### src/rtl/transmissor_paridade.sv
// Serial transmitter for the 5-bit parity link: latches B1..B5 on inicio and
// sends start, B1..B5, parity and stop, each held for CICLOS_POR_BIT clocks.
module transmissor_paridade #(
    parameter int CICLOS_POR_BIT = 4,
    parameter bit PARIDADE_IMPAR = 1'b0
) (
    input  logic clk,
    input  logic reset,
    input  logic B1,
    input  logic B2,
    input  logic B3,
    input  logic B4,
    input  logic B5,
    input  logic inicio,
    output logic saida_serial,
    output logic bitparidade,
    output logic ocupado,
    output logic pronto
);

    typedef enum logic [2:0] {
        OCIOSO,
        INICIO,
        DADOS,
        PARIDADE,
        PARADA
    } estado_t;

    localparam logic [7:0] ULTIMO_CICLO = 8'(CICLOS_POR_BIT - 1);

    estado_t    estado_q;
    logic [7:0] ciclo_q;
    logic [2:0] indice_q;
    logic [4:0] dados_q;
    logic       saida_q;
    logic       paridade_q;
    logic       ocupado_q;
    logic       pronto_q;

    logic       paridade_d;
    logic       fim_bit;

    always_comb begin
        paridade_d = B1 ^ B2 ^ B3 ^ B4 ^ B5 ^ PARIDADE_IMPAR;
        fim_bit    = (ciclo_q == ULTIMO_CICLO);
    end

    // saida_q is loaded one edge ahead with the next bit, so the line changes
    // exactly when the state does and the output stays registered.
    always_ff @(posedge clk) begin
        if (reset) begin
            estado_q   <= OCIOSO;
            ciclo_q    <= 8'd0;
            indice_q   <= 3'd0;
            dados_q    <= 5'd0;
            saida_q    <= 1'b1;
            paridade_q <= 1'b0;
            ocupado_q  <= 1'b0;
            pronto_q   <= 1'b0;
        end else begin
            pronto_q <= 1'b0;
            if (estado_q != OCIOSO) begin
                ciclo_q <= fim_bit ? 8'd0 : ciclo_q + 8'd1;
            end
            case (estado_q)
                OCIOSO: begin
                    if (inicio) begin
                        dados_q    <= {B5, B4, B3, B2, B1};
                        paridade_q <= paridade_d;
                        ocupado_q  <= 1'b1;
                        saida_q    <= 1'b0;
                        ciclo_q    <= 8'd0;
                        indice_q   <= 3'd0;
                        estado_q   <= INICIO;
                    end
                end
                INICIO: begin
                    if (fim_bit) begin
                        saida_q  <= dados_q[0];
                        estado_q <= DADOS;
                    end
                end
                DADOS: begin
                    if (fim_bit) begin
                        if (indice_q == 3'd4) begin
                            saida_q  <= paridade_q;
                            indice_q <= 3'd0;
                            estado_q <= PARIDADE;
                        end else begin
                            indice_q <= indice_q + 3'd1;
                            dados_q  <= {1'b0, dados_q[4:1]};
                            saida_q  <= dados_q[1];
                        end
                    end
                end
                PARIDADE: begin
                    if (fim_bit) begin
                        saida_q  <= 1'b1;
                        estado_q <= PARADA;
                    end
                end
                PARADA: begin
                    if (fim_bit) begin
                        ocupado_q <= 1'b0;
                        pronto_q  <= 1'b1;
                        estado_q  <= OCIOSO;
                    end
                end
                default: begin
                    saida_q   <= 1'b1;
                    ocupado_q <= 1'b0;
                    estado_q  <= OCIOSO;
                end
            endcase
        end
    end

    assign saida_serial = saida_q;
    assign bitparidade  = paridade_q;
    assign ocupado      = ocupado_q;
    assign pronto       = pronto_q;

endmodule

### config.mk
export PLATFORM = sky130hd
export DESIGN_NAME = transmissor_paridade
export DESIGN_NICKNAME = d
export VERILOG_FILES = /design/src/rtl/transmissor_paridade.sv
export SDC_FILE = /design/constraint.sdc
export NUM_CORES = 1
export LEC_CHECK = 0
export ABC_AREA = 1
export CAP_MARGIN = 20
export CORE_MARGIN = 2
export CORE_UTILIZATION = 30
export CTS_BUF_LIST = sky130_fd_sc_hd__clkbuf_8
export DETAILED_ROUTE_END_ITERATION = 12
export PLACE_DENSITY = 0.56
export SYNTH_ARGS = -nofsm -noshare
export SYNTH_HDL_FRONTEND = slang
export SYNTH_SLANG_ARGS = --single-unit
### constraint.sdc
create_clock -name clk -period 1.3 [get_ports clk]
set_input_delay 0.325 -clock clk [delete_from_list [all_inputs] [get_ports clk]]
set_output_delay 0.325 -clock clk [all_outputs]
set_load 0.02 [all_outputs]
# Yosys cells after proc, flatten, opt, wreduce, memory -nomap -nowiden
# Cells that the tools add are included.
# classes
add_sub_neg	2
multipliers	0
div	0
magnitude_cmp	0
n_eq_ne	13
shift	0
mux	29
n_bitwise	6
reduce_logical	11
# op_table
cell	n
two-way mux 8 bit	4
two-way mux 3 bit	9
two-way mux 5 bit	3
one-hot mux 3 bit (5 select lines)	1
!= test 2 bit (second input constant)	7
one-hot mux 5 bit (2 select lines)	1
adder 8 x 1 -> 8 bit (second input constant)	1
equality test 8 x 2 -> 1 bit (second input constant)	1
two-way mux 1 bit	8
equality test 3 x 2 -> 1 bit (second input constant)	2
equality test 3 bit (second input constant)	2
one-hot mux 3 bit (2 select lines)	1
AND reduction 3 bit	2
AND reduction 6 bit	1
one-hot mux 1 bit (5 select lines)	1
AND reduction 5 bit	1
AND reduction 4 bit	1
bitwise XOR 1 bit	4
adder 3 x 1 -> 3 bit (second input constant)	1
equality test 3 x 1 -> 1 bit (second input constant)	1
zero test 3 bit	1
one-hot mux 1 bit (3 select lines)	1
nonzero test 3 bit	1
OR reduction 3 bit	1
other kinds (4)	5
# word_totals
regBits	23
latchBits	0
ram_bits	0
mem_bits_ro	0
out_inout_bits	4
elab_cells	69
n_memories	0

# Logic depth before layout (Yosys ltp)
# depth
ltp_word	5
depth_mapped	10

# Worst setup path before layout
# Ideal clock, no wire load.
# synth_timing
kind	register to register
from	register ciclo_q[0]
to	register saida_q, in the netlist saida_serial
setup_ps	117
t_arrival_ps	1235
slack_ps	-52
path_stages_with_launch	9
synth_period_minus_slack_ps	1352
path_cell_list	dfxtp_1 > ha_1 > nand2_1 > nor2_4 > nor2_1 > nor2_1 > nand2_1 > a21oi_1 > nand2_1
# synth_between
elab_chain_cells	3
# synth_rtl
element	line	text
from (decl)	32	logic [7:0] ciclo_q;
from (signal assigned)	63	ciclo_q <= fim_bit ? 8'd0 : ciclo_q + 8'd1;
equality test 8 x 2 -> 1 bit (*)	45	fim_bit = (ciclo_q == ULTIMO_CICLO);
!= test 2 bit (no source line)	--	
AND reduction 5 bit (no source line) (*)	--	
to (signal assigned)	79	saida_q <= dados_q[0];
to (signal assigned)	86	saida_q <= paridade_q;
to (signal assigned)	92	saida_q <= dados_q[1];
to (decl)	35	logic saida_q;
# Every way passes the cells marked *; elsewhere a longest branch is shown, timed or not.
# A chain may end at the register's enable or synchronous reset.

# Final worst setup path
# layout_timing
from	register ciclo_q[0]
to	register dados_q[1]
# layout_between
elab_chain_cells	3
# layout_rtl
element	line	text
equality test 8 x 2 -> 1 bit	45	
!= test 2 bit (no source line)	--	
AND reduction 4 bit (no source line)	--	
to (signal assigned)	68	dados_q <= {B5, B4, B3, B2, B1};
to (signal assigned)	91	dados_q <= {1'b0, dados_q[4:1]};
to (decl)	34	logic [4:0] dados_q;
# No other way between the ends.

==> impl_metrics.csv <==
group,metric,value,unit
sta,final.min_clock_period,1.32,ns
final_layout,n_antenna_cell,0,
drt,ant_nets,0,
placement,dp.cells,277,
synthesis,synth_nets,200,
final_layout,layout_common_cells,"42 x nand2_1, 31 x buf_4, 19 x inv_1",
setup_path,cp.required,1.46,ns
sta,setup_viol,4,
setup_path,start_kind,"flop",
sta,tns,-0.0534,ns
sta,worstMarginPinSlew,0.253,ns
drt,wire_per_inst,10.9,um
floorplanning,die-area,4880,sq um
sta,hold_viol_final,0,
pwr,p_per_area,1950,nW/um^2
global_routing,grt_overflow_total,0,
synthesis,ys_types,28,
floorplanning,die_w,69.9,um
sta,fin_worst_skew,0.00554,ns
final_layout,drive_gt1_frac,0.363,
hold_path,hp-class,"flop to flop",
placement,dp_slack,-0.294,ns
placement,place_area,1690,sq um
global_routing,grt_max_degree,14,
clock_tree,numCtsBuffers,3,
drt,routed_wl,3110,um
pwr,peakVddDrop,0.755,mV
final_layout,layout_commonest_cell,"nand2_1",
floorplanning,dieHeight,69.9,um
synthesis,synthFlopType,"dfxtp_1",
clock_tree,cts_tree,"done",
setup_path,worstPathMaxFanout,8,
floorplanning,core_area,4090,sq um
clock_tree,cts_buffer_depth,2,
final_layout,fin_cells,284,
synthesis,async_reset_ff_frac,0,
sta,period_share,1.02,
drt,drt_first_pass_iters,4,
synthesis,synth.avg_cell_area,6.89,sq um
synthesis,synth_edf_count,0,
setup_path,crit_family,"flip-flops",
clock_tree,cts_hold_buf,0,
floorplanning,num_io_pins,12,
drt,initialDrtViolationCount,26,
outcome,status,"complete, but fails checks",
global_routing,grt_pass1_wl,5340,um
synthesis,yosys_warnings,0,
clock_tree,clk_pin_slew_worst_paths,0.09,ns
synthesis,synth_seq_cells,23,
setup_path,path_cells,"ha_4 > nand2_4 > nor2_4 > buf_4 > o21ai_4 > o21ai_0 > nor2_1",
setup_path,crit_path_end_kind,"flop",
drt,vias_per_cell,4.62,
outcome,violations,"setup timing",
synthesis,syn_inst,189,
setup_path,crit_type,"flop to flop",
floorplanning,core.rowCount,23,
global_routing,grt_pass1_vias,1269,
final_layout,final_cell_area,1860,sq um
drt,drc_errors,0,
setup_path,worst-path-buf-inv,1,
setup_path,slowest_stage,"dfxtp_2",
sta,drv_slew,0,
synthesis,netlist_area,1300,sq um
clock_tree,cts_sinks,23,
pwr,total_power,0.00364,W
clock_tree,cts_htree_levels,1,
pwr,p_leak,0.832,nW
clock_tree,root_buffer,"clkbuf_8",
global_routing,antenna_found_initial,0,
setup_path,reg2reg_slack,-0.02,ns
placement,portBuffers,11,
placement,globalplace.congestion,0.763,
run,cap_violations,0,
drt,num_vias,1311,
synthesis,ys_seq_area_frac,0.354,
sta,rsz0062_at_grt,"true",
floorplanning,initial_core_util,0.319,
final_layout,fin_nets,246,
placement,dp.final_hpwl,2380,um
sta,timing.final.ws_setup,-0.0199,ns
setup_path,crit_arrival,1.48,ns
setup_path,slowest_delay,0.36,ns
sta,slew_headroom,0.831,
global_routing,grt_use_total,0.132,
sta,max_freq,758,MHz
final_layout,synthToLayoutAreaGrowth,42.9,%
clock_tree,worstSkewPairLatency,0.26,ns
cells by family after synthesis:
family / share of synthesized area
xor gates and xnor gates: 0.0269
adders and majority gates: 0.0288
DFF: 0.354
buffers and inverters: 0.0788
AOI/OAI and AO/OA: 0.139
and+or+nand+nor: 0.373
metrics by stage:
stage | util | hold WS [ns]
after floorplan | - | 0.403
after global placement | 0.413 | 0.439
after detailed placement | 0.413 | 0.446
after CTS | 0.436 | 0.458
after global routing | 0.456 | 0.469
final | 0.456 | 0.452
final timing paths:
path	startpoint	end	depth (start not counted)
min reg2reg	dados_q[2]	dados_q[2]	2
max	ciclo_q[0]	dados_q[1]	7
min	dados_q[2]	dados_q[2]	2
max reg2reg	ciclo_q[0]	dados_q[1]	7
cells in the mapped netlist (2+ instances only):
| cell | number | area (sq um) |
|---|---|---|
| nand2_2 | 3 | 18.8 |
| a211oi_1 | 2 | 15.0 |
| nand4_1 | 3 | 18.8 |
| nand2_1 | 48 | 180 |
| o21ai_0 | 9 | 45.0 |
| dfxtp_1 | 23 | 460 |
| nor2_4 | 4 | 45.0 |
| o21bai_1 | 2 | 15.0 |
| nor3_1 | 3 | 15.0 |
| nor2_1 | 22 | 82.6 |
| xor2_1 | 3 | 26.3 |
| inv_4 | 2 | 12.5 |
| inv_2 | 2 | 7.51 |
| nand3_1 | 10 | 50.1 |
| inv_1 | 21 | 78.8 |
| nand2_4 | 2 | 22.5 |
| o21ai_1 | 2 | 10.0 |
| a21oi_1 | 16 | 80.1 |
| ha_1 | 3 | 37.5 |
routing by layer:
layer	GRT usage	wire (um)	vias to the layer above
met5	0	0	-
met4	0.0363	60	0
met3	0.0260	62	6
met2	0.234	1500	13
met1	0.161	1480	592
li1	-	-	700
final cells by class:
type / count / area [sq um]
timing repair buffer: 42 / 340
inverter: 25 / 101
tap: 50 / 62.6
fill: 430 / 2220
clock inverter: 1 / 3.75
multi-input combinational: 140 / 842
clock buffer: 3 / 41.3
sequential: 23 / 470
worst reg2reg max path, delay by kind of cell, from the launching register on:
family | cells | cell delay [ns]
buf+inv | 1 | 0.17
simple gates | 3 | 0.28
compound gates | 2 | 0.25
fa+ha+maj | 1 | 0.15
flops | 1 | 0.36
sequential cells by signal, summed over array words and instances, names as in the netlist:
register,count
saida_serial,1
pronto,1
ciclo_q,8
indice_q,3
ocupado,1
dados_q,5
estado_q,3
bitparidade,1
where the power goes:
group	internal (W)	total, W	switching, W
Combinational	0.000952	0.00215	0.00120
Sequential	0.000901	0.00104	0.000141
Clock	0.000211	0.000446	0.000235
timing repair:
action	CTS	global route
resized for setup	23	24
endpoints found under the hold margin	0	0
buffers inserted	1	2
pin swaps	12	17
setup endpoints to repair	18	17
Power figures use the tool's default switching activity.
==> RTL edit (same flow settings) <==
Make the reset (`reset`) asynchronous in one clocked block.
--- a/src/rtl/transmissor_paridade.sv
+++ b/src/rtl/transmissor_paridade.sv
@@ -47,7 +47,7 @@
 
     // saida_q is loaded one edge ahead with the next bit, so the line changes
     // exactly when the state does and the output stays registered.
-    always_ff @(posedge clk) begin
+    always_ff @(posedge clk or posedge reset) begin
         if (reset) begin
             estado_q   <= OCIOSO;
             ciclo_q    <= 8'd0;
Behaviour: differs if reset is asserted again (counterexample within 4 cycles, from zero or initial values and one cycle with reset high); with reset held inactive, the same outputs for 10 cycles.
==> RTL edit against the original RTL <==
The flow still finishes with violations (setup timing). Setup slack gained 0.018 ns. Wire length is 2.5% higher. Core utilization is 0.91 points lower. Worst hold slack got worse by 0.12 ns. Area after synthesis is 8.0% higher. Die area increased by 7.5%. Cell area is 6.6% higher. Sequential cell count unchanged.
Power is not compared: it rests on default switching activity, and its combinational part moved more than twofold at a synthesized area within 25%.
==> RTL edit: results (changes against the original RTL) <==
- Crit path max-delay cell type: dfrtp_1 (was dfxtp_2)
- Post-Syn Nets: 202 (was 200)
- Top cells by count, synth: nand2_1, dfrtp_1, inv_1 (was nand2_1, dfxtp_1, nor2_1)
- First-pass GRT wire length: 5350 um (was 5340 um)
- CP top delay family: simple AND/OR/NAND/NOR gates (was flip-flops)
- DP HPWL: 2400 um (was 2380 um)
- Place WS: -0.263 ns (was -0.294 ns)
- Largest net degree at the start of global routing: 15 (was 14)
- Drt pass-1 iters: 4 (unchanged)
- TNS Setup: -0.00158 ns (was -0.0534 ns)
- Cell Area, Placed: 1800 um^2 (was 1690 um^2)
- Fin area: 1980 um^2 (was 1860 um^2)
- Placed Cells: 283 (was 277)
- Clock skew: 0.0138 ns (was 0.00554 ns)
- Routability cong.: 0.816 (was 0.763)
- Failing checks: setup timing (unchanged)
- Outcome: finished with violations (unchanged)
- R2R Path End: ciclo_q[6]$_DFF_PP0_ (was dados_q[1]$_SDFFE_PP0P_)
- Worst r2r src: estado_q[0]$_DFFE_PP0P_ (was ciclo_q[0]$_SDFF_PP0_)
- Final WS setup: -0.00158 ns (was -0.0199 ns)
- Final wirelength: 3190 um (was 3110 um)
- Register area share after synthesis: 41.0% (was 35.4%)
- Fillers: 435 (was 430)
- Final setup vio count: 1 (was 4)
- Drt wl/cell: 11.0 um (was 10.9 um)
- H-tree depth: 1 (unchanged)
- Layout cells sized above 1: 34.5% (was 36.3%)
- Nets@finish: 250 (was 246)
- Vias: 1291 (was 1311)
- Critical Path Max Stage Delay: 0.43 ns (was 0.36 ns)
- Vias in the first global route: 1218 (was 1269)
- CTS resizes: 19 (was 23)
- Crit-path max FO: 4 (was 8)
- Class of the worst hold path: in -> async (was reg -> reg)
- Top cells by area, synth: dfrtp_1, nand2_1, nand3_1 (was dfxtp_1, nand2_1, nor2_1)
- Gate Count Post-Synth: 191 (was 189)
- Total global-route track usage: 13.3% (was 13.2%)
- Asr flop ratio synth: 100% (was 0%)
- Distinct cells, synth: 27 (was 28)
- Ys flop type: dfrtp_1 (was dfxtp_1)
- Setup repair bufs after CTS: 0 (was 1)
- Initial DRC count: 40 (was 26)
RTL edit: layout make-up:
class | count | share of cell area, %
Timing Repair Buffer | 44 | 18.0
Clock buffer | 3 | 2.08
Sequential cell | 23 | 29.1
Multi-Input combinational cell | 145 | 42.9
Clock inverter | 1 | 0.252
Tap cell | 52 | 3.28
Inverter | 22 | 4.41
RTL edit: report_power, final:
group	leakage [nW]	switching (mW)	internal, mW
combinational	0.699	0.0469	0.0504
clock	0.0255	0.262	0.215
sequential	0.286	0.00197	0.718
total	1.01	0.311	0.984
RTL edit: worst max path at each step:
stage	from	to	slack (ns)	depth (start not counted)
floorplan	estado_q[1]$_DFFE_PP0P_	indice_q[2]$_DFFE_PP0P_	0.02	8
global placement	inicio	dados_q[1]$_DFFE_PP0P_	-0.24	8
detailed placement	inicio	dados_q[3]$_DFFE_PP0P_	-0.26	8
CTS	ciclo_q[1]$_DFF_PP0_	dados_q[0]$_DFFE_PP0P_	-0.05	8
global route	ciclo_q[0]$_DFF_PP0_	dados_q[3]$_DFFE_PP0P_	-0.09	8
finish	estado_q[0]$_DFFE_PP0P_	ciclo_q[6]$_DFF_PP0_	-0.002	9
RTL edit: metal layers:
metal	global-route usage (%)	share of wire, %	vias up
met5	0	0	-
met4	5.56	2.0	0
met2	20.2	48	16
li1	-	-	705
met3	3.33	2.7	7
met1	18.0	48	563
RTL edit: cell families (layout without fill, tap and decap cells):
family | Yosys count | after routing | share of synthesized area, %
fa+ha+maj | 3 | 3 | 2.67
buf+inv | 23 | 70 | 6.67
simple gates | 124 | 124 | 41.2
compound gates | 14 | 14 | 5.96
xor+xnor | 4 | 4 | 2.49
flops | 23 | 23 | 41.0
RTL edit: tightest hold or removal path: stages:
cell,delay [ns]
clkdlybuf4s50_1,0.39
inv_1,0.07
buf_4,0.18
